===== config.mk =====
export PLATFORM = sky130hd
export DESIGN_NAME = instr_encoder_flat
export DESIGN_NICKNAME = d
export VERILOG_FILES = /design/src/rtl/instr_encoder_if.sv /design/src/rtl/instr_encoder.sv /design/src/flat_wrapper.sv
export SDC_FILE = /design/constraint.sdc
export NUM_CORES = 1
export LEC_CHECK = 0
export CORE_MARGIN = 3
export CORE_UTILIZATION = 40
export DETAILED_ROUTE_END_ITERATION = 8
export GPL_ROUTABILITY_DRIVEN = 0
export PLACE_DENSITY = 0.73
export SLEW_MARGIN = 25
export SYNTH_ARGS = -nofsm -noshare
export SYNTH_HDL_FRONTEND = slang
export SYNTH_SLANG_ARGS = --single-unit

===== constraint.sdc =====
create_clock -name clk -period 1.9 [get_ports clk]
set_clock_uncertainty 0.1 [all_clocks]
set_input_delay 0.285 -clock clk [delete_from_list [all_inputs] [get_ports clk]]
set_output_delay 0.285 -clock clk [all_outputs]
set_load 0.01 [all_outputs]

===== src/rtl/instr_encoder_if.sv =====
// Loader-side bundle/handshake and instruction-RAM write bus for instr_encoder.
// A bundle transfers on a rising edge where in_valid && in_ready; in_valid and fields must hold until then.
interface instr_encoder_if #(
   parameter int ADDR_W = 8
);
   logic              start;
   logic              in_valid;
   logic              in_ready;
   logic [2:0]        opcode;
   logic [1:0]        op;
   logic [2:0]        rn;
   logic [2:0]        rd;
   logic [1:0]        shift;
   logic [2:0]        rm;
   logic [7:0]        imm8;
   logic [4:0]        imm5;
   logic              last;
   logic              mem_write;
   logic [ADDR_W-1:0] mem_addr;
   logic [15:0]       mem_din;
   logic [ADDR_W:0]   count;
   logic              busy;
   logic              done;
   logic              full;
   logic              err;
   logic [1:0]        dbg_state;

   modport master (
      output start, in_valid, opcode, op, rn, rd, shift, rm, imm8, imm5, last,
      input  in_ready, mem_write, mem_addr, mem_din, count, busy, done, full, err, dbg_state
   );

   modport slave (
      input  start, in_valid, opcode, op, rn, rd, shift, rm, imm8, imm5, last,
      output in_ready, mem_write, mem_addr, mem_din, count, busy, done, full, err, dbg_state
   );
endinterface


===== src/rtl/instr_encoder.sv =====
// Packs field bundles into 16-bit instruction words and writes them sequentially to instruction RAM.
// Optional macro ENCODER_ILLEGAL_CHECK_EN: reject opcode 000 with a one-cycle err pulse.
module instr_encoder #(
   parameter int          ADDR_W = 8,
   parameter int unsigned BASE   = 0
) (
   input  logic          clk,
   input  logic          reset,
   instr_encoder_if.slave bus
);
   typedef enum logic [1:0] {
      S_IDLE = 2'd0,
      S_LOAD = 2'd1,
      S_DONE = 2'd2
   } state_t;

   localparam logic [ADDR_W-1:0] LAST_ADDR = '1;
   localparam logic [ADDR_W-1:0] BASE_ADDR = ADDR_W'(BASE);

   state_t            r_state;
   logic [ADDR_W-1:0] r_ptr;
   logic [ADDR_W:0]   r_count;
   logic              r_full;
   logic              r_mem_write;
   logic [ADDR_W-1:0] r_mem_addr;
   logic [15:0]       r_mem_din;
   logic [15:0]       w_enc;
   logic              w_legal;

   always_comb begin
      w_enc = {bus.opcode, bus.op, bus.rn, bus.rd, bus.shift, bus.rm};
      case (bus.opcode)
         3'b110: begin
            if (bus.op[1]) w_enc = {bus.opcode, bus.op, bus.rn, bus.imm8};
            else           w_enc = {bus.opcode, bus.op, 3'b000, bus.rd, bus.shift, bus.rm};
         end
         3'b001, 3'b010: w_enc = {bus.opcode, bus.op, bus.rn, bus.imm8};
         3'b011, 3'b100: w_enc = {bus.opcode, bus.op, bus.rn, bus.rd, bus.imm5};
         3'b111:         w_enc = {bus.opcode, bus.op, 11'b0};
         default:        w_enc = {bus.opcode, bus.op, bus.rn, bus.rd, bus.shift, bus.rm};
      endcase
   end

`ifdef ENCODER_ILLEGAL_CHECK_EN
   logic r_err;
   assign w_legal = (bus.opcode != 3'b000);
   assign bus.err = r_err;
`else
   assign w_legal = 1'b1;
   assign bus.err = 1'b0;
`endif

   always_ff @(posedge clk) begin
      if (reset) begin
         r_state     <= S_IDLE;
         r_ptr       <= '0;
         r_count     <= '0;
         r_full      <= 1'b0;
         r_mem_write <= 1'b0;
         r_mem_addr  <= '0;
         r_mem_din   <= '0;
`ifdef ENCODER_ILLEGAL_CHECK_EN
         r_err       <= 1'b0;
`endif
      end else begin
         r_mem_write <= 1'b0;
`ifdef ENCODER_ILLEGAL_CHECK_EN
         r_err       <= 1'b0;
`endif
         case (r_state)
            S_IDLE, S_DONE: begin
               if (bus.start) begin
                  r_state <= S_LOAD;
                  r_ptr   <= BASE_ADDR;
                  r_count <= '0;
                  r_full  <= 1'b0;
               end
            end
            S_LOAD: begin
               if (bus.in_valid) begin
                  if (w_legal) begin
                     r_mem_write <= 1'b1;
                     r_mem_addr  <= r_ptr;
                     r_mem_din   <= w_enc;
                     r_count     <= r_count + (ADDR_W+1)'(1);
                     // The top address ends the session; the pointer saturates instead of wrapping.
                     if (r_ptr == LAST_ADDR) begin
                        r_full  <= 1'b1;
                        r_state <= S_DONE;
                     end else begin
                        r_ptr <= r_ptr + ADDR_W'(1);
                     end
                  end
`ifdef ENCODER_ILLEGAL_CHECK_EN
                  else begin
                     r_err <= 1'b1;
                  end
`endif
                  if (bus.last) r_state <= S_DONE;
               end
            end
            default: r_state <= S_IDLE;
         endcase
      end
   end

   assign bus.in_ready  = (r_state == S_LOAD);
   assign bus.busy      = (r_state == S_LOAD);
   assign bus.done      = (r_state == S_DONE);
   assign bus.full      = r_full;
   assign bus.count     = r_count;
   assign bus.mem_write = r_mem_write;
   assign bus.mem_addr  = r_mem_addr;
   assign bus.mem_din   = r_mem_din;
   assign bus.dbg_state = r_state;
endmodule


===== src/flat_wrapper.sv =====
// flat-port wrapper written by rule: the top's interface ports become plain ports
module instr_encoder_flat 
#(
   parameter int          ADDR_W = 8,
   parameter int unsigned BASE   = 0
)
  (clk, reset, bus_start, bus_in_valid, bus_opcode, bus_op, bus_rn, bus_rd, bus_shift, bus_rm, bus_imm8, bus_imm5, bus_last, bus_in_ready, bus_mem_write, bus_mem_addr, bus_mem_din, bus_count, bus_busy, bus_done, bus_full, bus_err, bus_dbg_state);
  instr_encoder_if #(.ADDR_W(ADDR_W)) bus_i ();
  input  logic clk;
  input  logic reset;
  input wire logic [$bits(bus_i.start)-1:0] bus_start;
  input wire logic [$bits(bus_i.in_valid)-1:0] bus_in_valid;
  input wire logic [$bits(bus_i.opcode)-1:0] bus_opcode;
  input wire logic [$bits(bus_i.op)-1:0] bus_op;
  input wire logic [$bits(bus_i.rn)-1:0] bus_rn;
  input wire logic [$bits(bus_i.rd)-1:0] bus_rd;
  input wire logic [$bits(bus_i.shift)-1:0] bus_shift;
  input wire logic [$bits(bus_i.rm)-1:0] bus_rm;
  input wire logic [$bits(bus_i.imm8)-1:0] bus_imm8;
  input wire logic [$bits(bus_i.imm5)-1:0] bus_imm5;
  input wire logic [$bits(bus_i.last)-1:0] bus_last;
  output wire logic [$bits(bus_i.in_ready)-1:0] bus_in_ready;
  output wire logic [$bits(bus_i.mem_write)-1:0] bus_mem_write;
  output wire logic [$bits(bus_i.mem_addr)-1:0] bus_mem_addr;
  output wire logic [$bits(bus_i.mem_din)-1:0] bus_mem_din;
  output wire logic [$bits(bus_i.count)-1:0] bus_count;
  output wire logic [$bits(bus_i.busy)-1:0] bus_busy;
  output wire logic [$bits(bus_i.done)-1:0] bus_done;
  output wire logic [$bits(bus_i.full)-1:0] bus_full;
  output wire logic [$bits(bus_i.err)-1:0] bus_err;
  output wire logic [$bits(bus_i.dbg_state)-1:0] bus_dbg_state;
  assign bus_i.start = bus_start;
  assign bus_i.in_valid = bus_in_valid;
  assign bus_i.opcode = bus_opcode;
  assign bus_i.op = bus_op;
  assign bus_i.rn = bus_rn;
  assign bus_i.rd = bus_rd;
  assign bus_i.shift = bus_shift;
  assign bus_i.rm = bus_rm;
  assign bus_i.imm8 = bus_imm8;
  assign bus_i.imm5 = bus_imm5;
  assign bus_i.last = bus_last;
  assign bus_in_ready = bus_i.in_ready;
  assign bus_mem_write = bus_i.mem_write;
  assign bus_mem_addr = bus_i.mem_addr;
  assign bus_mem_din = bus_i.mem_din;
  assign bus_count = bus_i.count;
  assign bus_busy = bus_i.busy;
  assign bus_done = bus_i.done;
  assign bus_full = bus_i.full;
  assign bus_err = bus_i.err;
  assign bus_dbg_state = bus_i.dbg_state;
  instr_encoder #(.ADDR_W(ADDR_W), .BASE(BASE)) u_core (.clk(clk), .reset(reset), .bus(bus_i));
endmodule

==> summary.txt, run 1 <==
Critical path
  • RR Endpoint: u_core.r_ptr[3]
  • R2r worst-path depth: 6
  • FF-to-FF setup slack: 0.25 ns
  • Worst path arrival time: 1.40 ns
  • Startpoint Class: flip-flop
  • CP required: 1.51 ns
  • Setup CP Type: flip-flop to output port
  • Endpoint type of the worst setup path: output port
  • CP max FO: 5
  • Worst reg2reg path startpoint: u_core.r_ptr[0]

Timing
  • Number of max-slew violations in the final report: 0
  • Final worst-path cycle share: 93.9%
  • Setup ws final: 0.116 ns
  • RSZ-0062 raised after global routing: no
  • Hold Fails Final Rpt: 0
  • Finish-stage setup viols: 0
  • Hold WS: 0.364 ns
  • F_max: 0.561 GHz
  • Tmin final: 1.78 ns

Final layout
  • Area grow syn2layout: 52.0%
  • Diodes inserted: 0
  • Final core occ: between 60% and 70%
  • Layout cells sized above 1: 10.7%
  • Final cell count without fillers: 393
  • Final Net Count: 361
  • Most frequent cells in the layout: clkdlybuf4s50_1 (71), dfxtp_1 (44), nand2_1 (41)
  • Filler instances: 430
  • Commonest non-fill, non-tap cell in the layout: clkdlybuf4s50_1

Clocking
  • Clock buffer depth: 2
  • CTS sink cnt: 45
  • Clock Pin Slew Worst Setup and Hold Paths: 0.08 ns
  • CTS Hold Buffers Added: 0
  • H-tree depth: 2
  • Worst-skew pair later-pin latency: 0.30 ns
  • Clock tree from TritonCTS: built
  • Clock Root Buffer: clkbuf_8
  • CTS Buf Count: 5

Drt
  • Total number of vias: 1,993
  • Antenna Violating Nets Remaining: 0
  • Overall routed net length: 5.11 mm
  • # DRC: 0
  • First-iteration detailed-routing DRC count: 104
  • Wirelength per Cell: between 10 and 15 um
  • DR vias/cell: 5.07
  • DRT Pass-1 Iters: 4

Global route
  • Met2 GRT Util: 29.2%
  • First-pass GRT wire length: 8.70 mm
  • GRT Resource Usage Total: ~18%
  • Grt ovf: 0
  • Met1 GRT Util: around 22%
  • Met3 Use GR: 7.04%
  • Gr busiest metal: met2
  • Initial antenna violation count: 0
  • Vias in the first global route: between 1,500 and 2,000
  • Pin count of the biggest net entering global routing: 35

Die
  • Site Rows: 25
  • Num ports: 75
  • Die width: 77.0 um
  • Chip height: 77.0 um
  • Die area: 5920 um^2
  • Starting density of the core: a little over two fifths
  • Core region area: ~4800 um^2

Synthesis
  • Sequential fraction of the synthesis area: between 40% and 50%
  • Ranking of synthesized cells by area: dfxtp_1 (45%), nand2_1 (7.6%), nor2_1 (4.8%), a21oi_1 (4.7%), a221oi_1 (3.5%)
  • Synth Instances: 242
  • Yosys cell types: 41
  • Post-Syn Nets: 278
  • Yosys reg bits: 45
  • Synth Flop Type: dfxtp_1
  • Synth async-reset ratio: 0%
  • Avg Cell Area, Syn: ~8.3 um^2
  • Yosys Warn Count: 0
  • Syn Std Cell Area: just over 2000 um^2
  • Number of synthesized flops with an enable pin: 0
  • Cell taking the most area after synthesis: dfxtp_1
  • Share of the synthesized area in the top cell type: 44.7%

Placed design
  • HPWL after DPL: 3.82 mm
  • Port bufs: 73
  • Placed cells: 385
  • Dpl ws: -0.142 ns

Job
  • Max-cap violations: 0

Outcome
  • Status: completed

Hold path
  • Hold EP: u_core.bus.mem_addr[2]
  • Hold wc startpoint: u_core.bus.mem_addr[2]
  • Hold crit path type: flip-flop to flip-flop
  • Hold depth: 2

Pwr
  • Leak pwr: about 1.1 nW
  • Pwr/cell area: 716 nW/um^2
  • Peak supply drop: 0.000401 V
-- metrics by stage --
| stage | total power [mW] | cell area (um^2) | TNS [ns] |
|---|---|---|---|
| after CTS | 2.22 | 3050 | 0 |
| after detailed placement | 1.37 | 2920 | -1.03 |
| final | 2.19 | 3060 | 0 |
| after global routing | 2.31 | 3060 | 0 |
| after floorplan | 1.17 | 2010 | 0 |
| after global placement | 1.37 | 2920 | -0.642 |
-- metal layers --
metal | wire length, um | vias to the layer above
li1 | - | 1023
met1 | 2290 | 910
met2 | 2450 | 54
met3 | 313 | 6
met4 | 69 | 0
met5 | 0 | -
-- cell type report --
cell class	instances	area, um^2	area share, %
multi-input cells	178	1030	33.6
repair buffers	92	903	29.5
flip-flops and latches	45	902	29.5
well taps	67	83.8	2.74
clock buffers	5	68.8	2.25
clock inverters	3	65.1	2.12
inverters	3	11.3	0.368
-- cells by family after synthesis --
kind of cell    count (synthesis)  share of synthesized area (%)
fa+ha+maj                       2                           1.24
other cells                     1                          0.186
flops                          45                           44.7
buf+inv                        19                           4.35
xor+xnor                        8                           3.48
compound gates                 63                           22.3
simple gates                  104                           23.7
-- critical path, stage by stage (launching register included) --
cell,delay [ns]
dfxtp_1,0.38
nor2b_2,0.18
clkdlybuf4s50_1,0.55
-- how the worst max path moves through the flow --
stage | start | to | slack [ns] | depth (start not counted)
after CTS | u_core.bus.dbg_state[0] | bus_in_ready | 0.01 | 3
final | u_core.bus.dbg_state[1] | bus_done | 0.12 | 2
after floorplan | u_core.r_ptr[0] | u_core.r_ptr[6] | 0.36 | 5
after detailed placement | bus_opcode[1] | u_core.bus.mem_din[0] | -0.14 | 5
after global routing | u_core.bus.dbg_state[1] | bus_done | 0.03 | 2
after global placement | bus_opcode[1] | u_core.bus.mem_din[0] | -0.10 | 6
-- synthesized netlist by cell type, types with 2 or more instances --
cell and n:
and3b_1 2, a22oi_1 3, a31oi_1 5, xnor2_1 5, nor2b_1 2, nor2_1 26, nand4_1 5, buf_2 4
o2bb2ai_1 2, dfxtp_1 45, o21ai_0 6, a21oi_1 19, inv_1 3, clkbuf_1 9, ha_1 2, nor3_1 5
xor2_1 3, a221oi_1 8, o21a_1 2, nand3_1 11, a21o_1 2, nand2b_1 5, nand2_1 41, buf_4 3
a211oi_1 8
-- what timing repair did --
action | 4_1_cts | 5_1_grt
buffers inserted | 0 | 0
endpoints found under the setup margin | 0 | 3
resized for setup | 0 | 4
hold endpoints to repair | 0 | 0
-- sequential cells by signal, indices dropped and copies added (netlist names) --
signal / cells
u_core.bus.mem_write: 1
u_core.bus.mem_addr: 8
u_core.bus.dbg_state: 2
u_core.bus.full: 1
u_core.bus.count: 9
u_core.r_ptr: 8
u_core.bus.mem_din: 16
-- report_power, final --
part           total [mW]  leakage, nW  internal (mW)  switching [mW]
registers           0.989        0.365          0.970          0.0184
clock network       0.850       0.0681          0.522           0.327
logic               0.356        0.669          0.194           0.162
total                2.19         1.10           1.69           0.508
No activity file was read; power rests on OpenSTA's default activity.
==> run 2, diff against run 1 <==
--- a/config.mk
+++ b/config.mk
@@ -9,7 +9,7 @@
 export CORE_UTILIZATION = 40
 export DETAILED_ROUTE_END_ITERATION = 8
 export GPL_ROUTABILITY_DRIVEN = 0
-export PLACE_DENSITY = 0.73
+export PLACE_DENSITY = 0.77
 export SLEW_MARGIN = 25
 export SYNTH_ARGS = -nofsm -noshare
 export SYNTH_HDL_FRONTEND = slang
==> run 2 against run 1 <==
Net effect:
- critical path depth unchanged
- critical endpoint unchanged
- die area unchanged
- combinational power about the same
- largest power group unchanged
- cell count down 0.76%
- highest routed layer unchanged
- utilization down 1.6 points
- global-route usage about the same
- sequential cell count unchanged
- cell area down 2.5%
- total power down 12%
- register-to-register slack worse by 0.02 ns
- sequential share of layout area up 0.71 points
- non-clock buffer count down 2
==> summary.txt, run 2 (synthesized netlist as in run 1, its figures left out) <==
Final layout
  • Commonest non-fill, non-tap cell in the layout: clkdlybuf4s50_1
  • Final cell count without fillers: 390 (-0.76%)
  • Most frequent cells in the layout: clkdlybuf4s50_1 (71), dfxtp_1 (45), nand2_1 (41)
  • Filler instances: 424 (-1.4%)
  • Final Net Count: 359 (-0.55%)
  • Area grow syn2layout: 48.3%
  • Diodes inserted: 0 (unchanged)
  • Max FFs per register: 16 (unchanged)
  • Layout cells sized above 1: 9.60% (-1.1 points)
  • Register area: 901 um^2 (-0.14%)
  • Multi-input gate area: 1040 um^2 (+0.73%)

Clocking
  • Worst-skew pair later-pin latency: 0.30 ns (about the same)
  • Clock tree from TritonCTS: built
  • CTS Hold Buffers Added: 0 (unchanged)
  • Clock Pin Slew Worst Setup and Hold Paths: 0.08 ns (about the same)
  • H-tree depth: 2 (unchanged)
  • CTS sink cnt: 45 (unchanged)
  • Clock Root Buffer: clkbuf_8
  • CTS Buf Count: 5 (unchanged)
  • Clock buffer depth: 2 (unchanged)

Placed design
  • Placed cells: 382 (-0.78%)
  • HPWL after DPL: 3.89 mm (+1.7%)
  • Port bufs: 73 (unchanged)
  • Dpl ws: -0.160 ns (-0.0174 ns)

Timing
  • Number of max-slew violations in the final report: 0 (unchanged)
  • Final worst-path cycle share: 95.3% (+1.4 points)
  • Setup ws final: 0.0891 ns (-0.0270 ns)
  • Hold Fails Final Rpt: 0 (unchanged)
  • F_max: 0.552 GHz (-1.5%)
  • RSZ-0062 raised after global routing: no
  • Tmin final: 1.81 ns (+0.0270 ns)
  • Finish-stage setup viols: 0 (unchanged)

Pwr
  • Peak supply drop: 0.000326 V (-19%)
  • Leak pwr: 1.04 nW (-5.6%)
  • Overall power: 1.92 mW (-12%)
  • Pwr/cell area: 644 nW/um^2 (-10%)

Die
  • Core region area: 4790 um^2 (unchanged)
  • Die width: 77.0 um (unchanged)
  • Site Rows: 25 (unchanged)
  • Chip height: 77.0 um (unchanged)
  • Starting density of the core: 42.1% (unchanged)
  • Num ports: 75 (unchanged)
  • Die area: 5920 um^2 (unchanged)

Outcome
  • Status: completed

Critical path
  • CP max FO: 5 (unchanged)
  • Endpoint type of the worst setup path: output port
  • CP required: 1.51 ns (about the same)
  • Setup CP Type: flip-flop to output port
  • Startpoint Class: flip-flop
  • Worst path arrival time: 1.43 ns (+0.03 ns)

Global route
  • First-pass GRT wire length: 8.95 mm (+2.9%)
  • Grt ovf: 0 (unchanged)
  • GRT Resource Usage Total: 18.5% (+0.048 points)
  • Initial antenna violation count: 0 (unchanged)
  • Pin count of the biggest net entering global routing: 21 (-40%)
  • Vias in the first global route: 1,962 (+6.1%)

Job
  • Max-cap violations: 0 (unchanged)

Drt
  • DR vias/cell: 5.12 (+0.97%)
  • Overall routed net length: 5.17 mm (+1.0%)
  • Wirelength per Cell: 13.2 um (+1.8%)
  • Antenna Violating Nets Remaining: 0 (unchanged)
  • Total number of vias: 1,997 (+0.20%)
  • First-iteration detailed-routing DRC count: 112 (+7.7%)
  • # DRC: 0 (unchanged)
  • DRT Pass-1 Iters: 4 (unchanged)

Hold path
  • Hold crit path type: flip-flop to flip-flop
-- run 2: final timing paths --
kind | slack, ns | endpoint | from | depth (start not counted)
max | 0.09 | bus_done | u_core.bus.dbg_state[1] | 2
min | 0.35 | u_core.bus.mem_din[14] | u_core.bus.mem_din[14] | 2
min reg2reg | 0.35 | u_core.bus.mem_din[14] | u_core.bus.mem_din[14] | 2
max reg2reg | 0.23 | u_core.r_ptr[3] | u_core.r_ptr[0] | 6
-- run 2: layer usage --
layer | GRT usage [%] | part of all wire [%] | wire length (um) | vias up
met5 | 0 | 0 | 0 | -
met4 | 7.97 | 1.8 | 95 | 0
met3 | 5.99 | 7.1 | 368 | 9
met2 | 29.4 | 45 | 2310 | 57
met1 | 22.8 | 46 | 2390 | 912
li1 | - | - | - | 1019
-- run 2: cell type report --
cell class	instances	area share (%)
multi-input combinational	178	34.7
clock buffer	7	2.89
timing repair buffer	90	29.1
tap	67	2.81
inverter	3	0.377
sequential	45	30.2
-- run 2: what timing repair did --
| item | CTS | global route |
|---|---|---|
| buffers inserted | 1 | 0 |
| endpoints found under the hold margin | 0 | 0 |
| endpoints found under the setup margin | 2 | 2 |
| cloned | 0 | 0 |
| pin swaps | 0 | 0 |
| resized for setup | 3 | 2 |
-- run 2: report_power, final --
part	internal, mW	switching [mW]
clock	0.289	0.294
sequential	0.970	0.0183
combinational	0.187	0.166
total	1.45	0.479
-- run 2: worst max-delay path, stage by stage (launching register included) --
cell	delay, ns
dfxtp_1	0.38
nor2b_2	0.20
clkdlybuf4s50_1	0.55
-- run 2: per-stage QoR --
| step | util [%] | setup TNS, ns | hold WS [ns] | instance area, um^2 |
|---|---|---|---|---|
| 3_3_place_gp | 60.3 | -0.569 | 0.342 | 2890 |
| 6_report | 62.4 | 0 | 0.354 | 2990 |
| 2_1_floorplan | - | 0 | 0.307 | 2010 |
| 3_5_place_dp | 60.3 | -1.29 | 0.347 | 2890 |
| 4_1_cts | 62.2 | 0 | 0.356 | 2980 |
| 5_1_grt | 62.4 | 0 | 0.384 | 2990 |
==> run 3, diff against run 2 <==
--- a/config.mk
+++ b/config.mk
@@ -9,6 +9,8 @@
 export CORE_UTILIZATION = 40
 export DETAILED_ROUTE_END_ITERATION = 8
 export GPL_ROUTABILITY_DRIVEN = 0
+export GPL_TIMING_DRIVEN = 0
+export HOLD_SLACK_MARGIN = 0.03
 export PLACE_DENSITY = 0.77
 export SLEW_MARGIN = 25
 export SYNTH_ARGS = -nofsm -noshare
==> run 3 against run 2 <==
Net effect:
- utilization down 0.76 points
- worst setup slack worse by 0.024 ns
- fmax down 1.3%
- count of clock-buffer cells in the layout unchanged
- sequential power about the same
- cell area down 1.2%
- worst hold slack worse by 0.15 ns
- wire length up 6.5%
- non-clock buffer count down 3
- via count up 3.2%
- first-iteration DRC count down 2.7%
- global-route usage up 0.21 points
==> summary.txt, run 3 (synthesized netlist as in run 1, its figures left out) <==
Outcome
  • Status: completed

Final layout
  • Filler instances: 432 (+1.9%)
  • Design Area, Final: 2950 um^2 (-1.2%)
  • Max FFs per register: 16 (unchanged)
  • Final Net Count: 356 (-0.84%)
  • Most frequent cells in the layout: clkdlybuf4s50_1 (69), dfxtp_1 (44), nand2_1 (41)
  • Area grow syn2layout: 46.5%
  • Diodes inserted: 0 (unchanged)
  • Commonest non-fill, non-tap cell in the layout: clkdlybuf4s50_1
  • Final cell count without fillers: 388 (-0.51%)
  • Layout cells sized above 1: 8.41% (-1.2 points)

Drt
  • WL met2: 2.52 mm (+8.8%)
  • Wirelength per Cell: 14.2 um (+7.0%)
  • # DRC: 0 (unchanged)
  • Max layer used: met4
  • Met3 routed WL: 329 um (-11%)
  • First-iteration detailed-routing DRC count: 109 (-2.7%)
  • DRT met1 WL: 2.60 mm (+8.8%)
  • DRT Pass-1 Iters: 4 (unchanged)
  • DR vias/cell: 5.31 (+3.7%)
  • Overall routed net length: 5.50 mm (+6.5%)
  • Antenna Violating Nets Remaining: 0 (unchanged)
  • Total number of vias: 2,060 (+3.2%)

Die
  • Die width: 77.0 um (unchanged)
  • Num ports: 75 (unchanged)
  • Chip height: 77.0 um (unchanged)
  • Die area: 5920 um^2 (unchanged)
  • Core region area: 4790 um^2 (unchanged)
  • Starting density of the core: 42.1% (unchanged)
  • Site Rows: 25 (unchanged)

Global route
  • Pin count of the biggest net entering global routing: 14 (-33%)
  • Vias in the first global route: 1,899 (-3.2%)
  • Initial antenna violation count: 0 (unchanged)
  • Grt ovf: 0 (unchanged)
  • GRT Resource Usage Total: 18.7% (+0.21 points)
  • First-pass GRT wire length: 9.18 mm (+2.6%)

Critical path
  • CP max FO: 5 (unchanged)
  • CP required: 1.51 ns (about the same)
  • Startpoint Class: flip-flop
  • Worst path arrival time: 1.45 ns (+0.02 ns)
  • FF-to-FF setup slack: 0.20 ns (-0.03 ns)
  • End of the critical path: bus_busy
  • Endpoint type of the worst setup path: output port
  • RR Endpoint: u_core.r_ptr[6]
  • R2r worst-path depth: 5 (-1)
  • Worst reg2reg path startpoint: u_core.r_ptr[0]
  • Setup CP Type: flip-flop to output port
  • Crit path launch: u_core.bus.dbg_state[1]

Clocking
  • Worst-skew pair later-pin latency: 0.30 ns (about the same)
  • Clock buffer depth: 2 (unchanged)
  • CTS sink cnt: 45 (unchanged)
  • CTS Buf Count: 5 (unchanged)
  • Clock Root Buffer: clkbuf_8
  • Clock Pin Slew Worst Setup and Hold Paths: 0.08 ns (about the same)
  • Clock tree from TritonCTS: built
  • H-tree depth: 2 (unchanged)

Timing
  • Hold WS: 0.199 ns (-0.155 ns)
  • Final worst-path cycle share: 96.6% (+1.3 points)
  • RSZ-0062 raised after global routing: no
  • F_max: 0.545 GHz (-1.3%)
  • Number of max-slew violations in the final report: 0 (unchanged)
  • Tmin final: 1.84 ns (+0.0242 ns)
  • Slew headroom: 64.8%
  • Finish-stage setup viols: 0 (unchanged)
  • Setup ws final: 0.0649 ns (-0.0242 ns)
  • Hold Fails Final Rpt: 0 (unchanged)
  • Least-Margin Pin Slew: 0.528 ns

Placed design
  • Dpl cell area: 2800 um^2 (-3.0%)
  • Placed cells: 379 (-0.79%)
  • Dpl ws: -0.340 ns (-0.180 ns)
  • HPWL after DPL: 4.04 mm (+4.0%)
  • Port bufs: 70 (-4.1%)

Pwr
  • Pwr/cell area: 704 nW/um^2 (+9.3%)
  • Peak supply drop: 0.000382 V (+17%)
  • Overall power: 2.08 mW (+8.0%)
  • Leak pwr: 1.01 nW (-2.8%)

Hold path
  • Hold crit path type: input pin to flip-flop
  • Hold wc startpoint: bus_opcode[1]

Job
  • Max-cap violations: 0 (unchanged)
==> run 3: how the worst min path moves through the flow <==
stage,endpoint,slack [ns],depth (start not counted)
global route,u_core.bus.mem_din[13],0.21,3
detailed placement,u_core.bus.mem_din[11],0.35,2
CTS,u_core.bus.mem_din[13],0.19,3
finish,u_core.bus.mem_din[14],0.20,3
floorplan,u_core.bus.mem_write,0.31,1
global placement,u_core.bus.mem_addr[5],0.35,2
==> run 3: power by group <==
group | switching (mW) | total [mW] | internal, mW
registers | 0.0207 | 0.991 | 0.970
logic | 0.167 | 0.338 | 0.171
clock network | 0.320 | 0.749 | 0.429
total | 0.508 | 2.08 | 1.57
==> run 3: layout make-up <==
| type | instances | area, um^2 | share of cell area [%] |
|---|---|---|---|
| Sequential cell | 45 | 902 | 30.6 |
| Buffer | 16 | 80.1 | 2.71 |
| Tap cell | 67 | 83.8 | 2.84 |
| Inverter | 3 | 11.3 | 0.382 |
| Multi-Input combinational cell | 178 | 1050 | 35.6 |
| Clock buffer | 7 | 86.3 | 2.93 |
| Clock inverter | 1 | 30.0 | 1.02 |
| Timing Repair Buffer | 71 | 707 | 24.0 |
==> run 3: critical path, stage by stage, from the launching register on <==
cell and delay [ns]:
dfxtp_1 0.35, nand2b_4 0.16, inv_2 0.10, clkdlybuf4s50_1 0.54
==> run 3: metrics by stage <==
stage	TNS [ns]	utilization (%)
floorplan	0	-
global placement	-3.37	58.5
detailed placement	-4.33	58.5
CTS	0	61.4
global route	0	61.6
finish	0	61.6
==> run 3: per-layer routing <==
layer	global-route usage, %	vias to the layer above
met5	0	-
met4	4.53	0
met3	5.05	8
met2	29.7	64
met1	25.1	974
li1	-	1014
==> run 3: repair_timing <==
item                       CTS  global route
setup buffers                1             0
hold buffers                 0             0
setup endpoints to repair    4            15
cloned                       0             0
pin swaps                    0             1
gates resized for setup      5             5
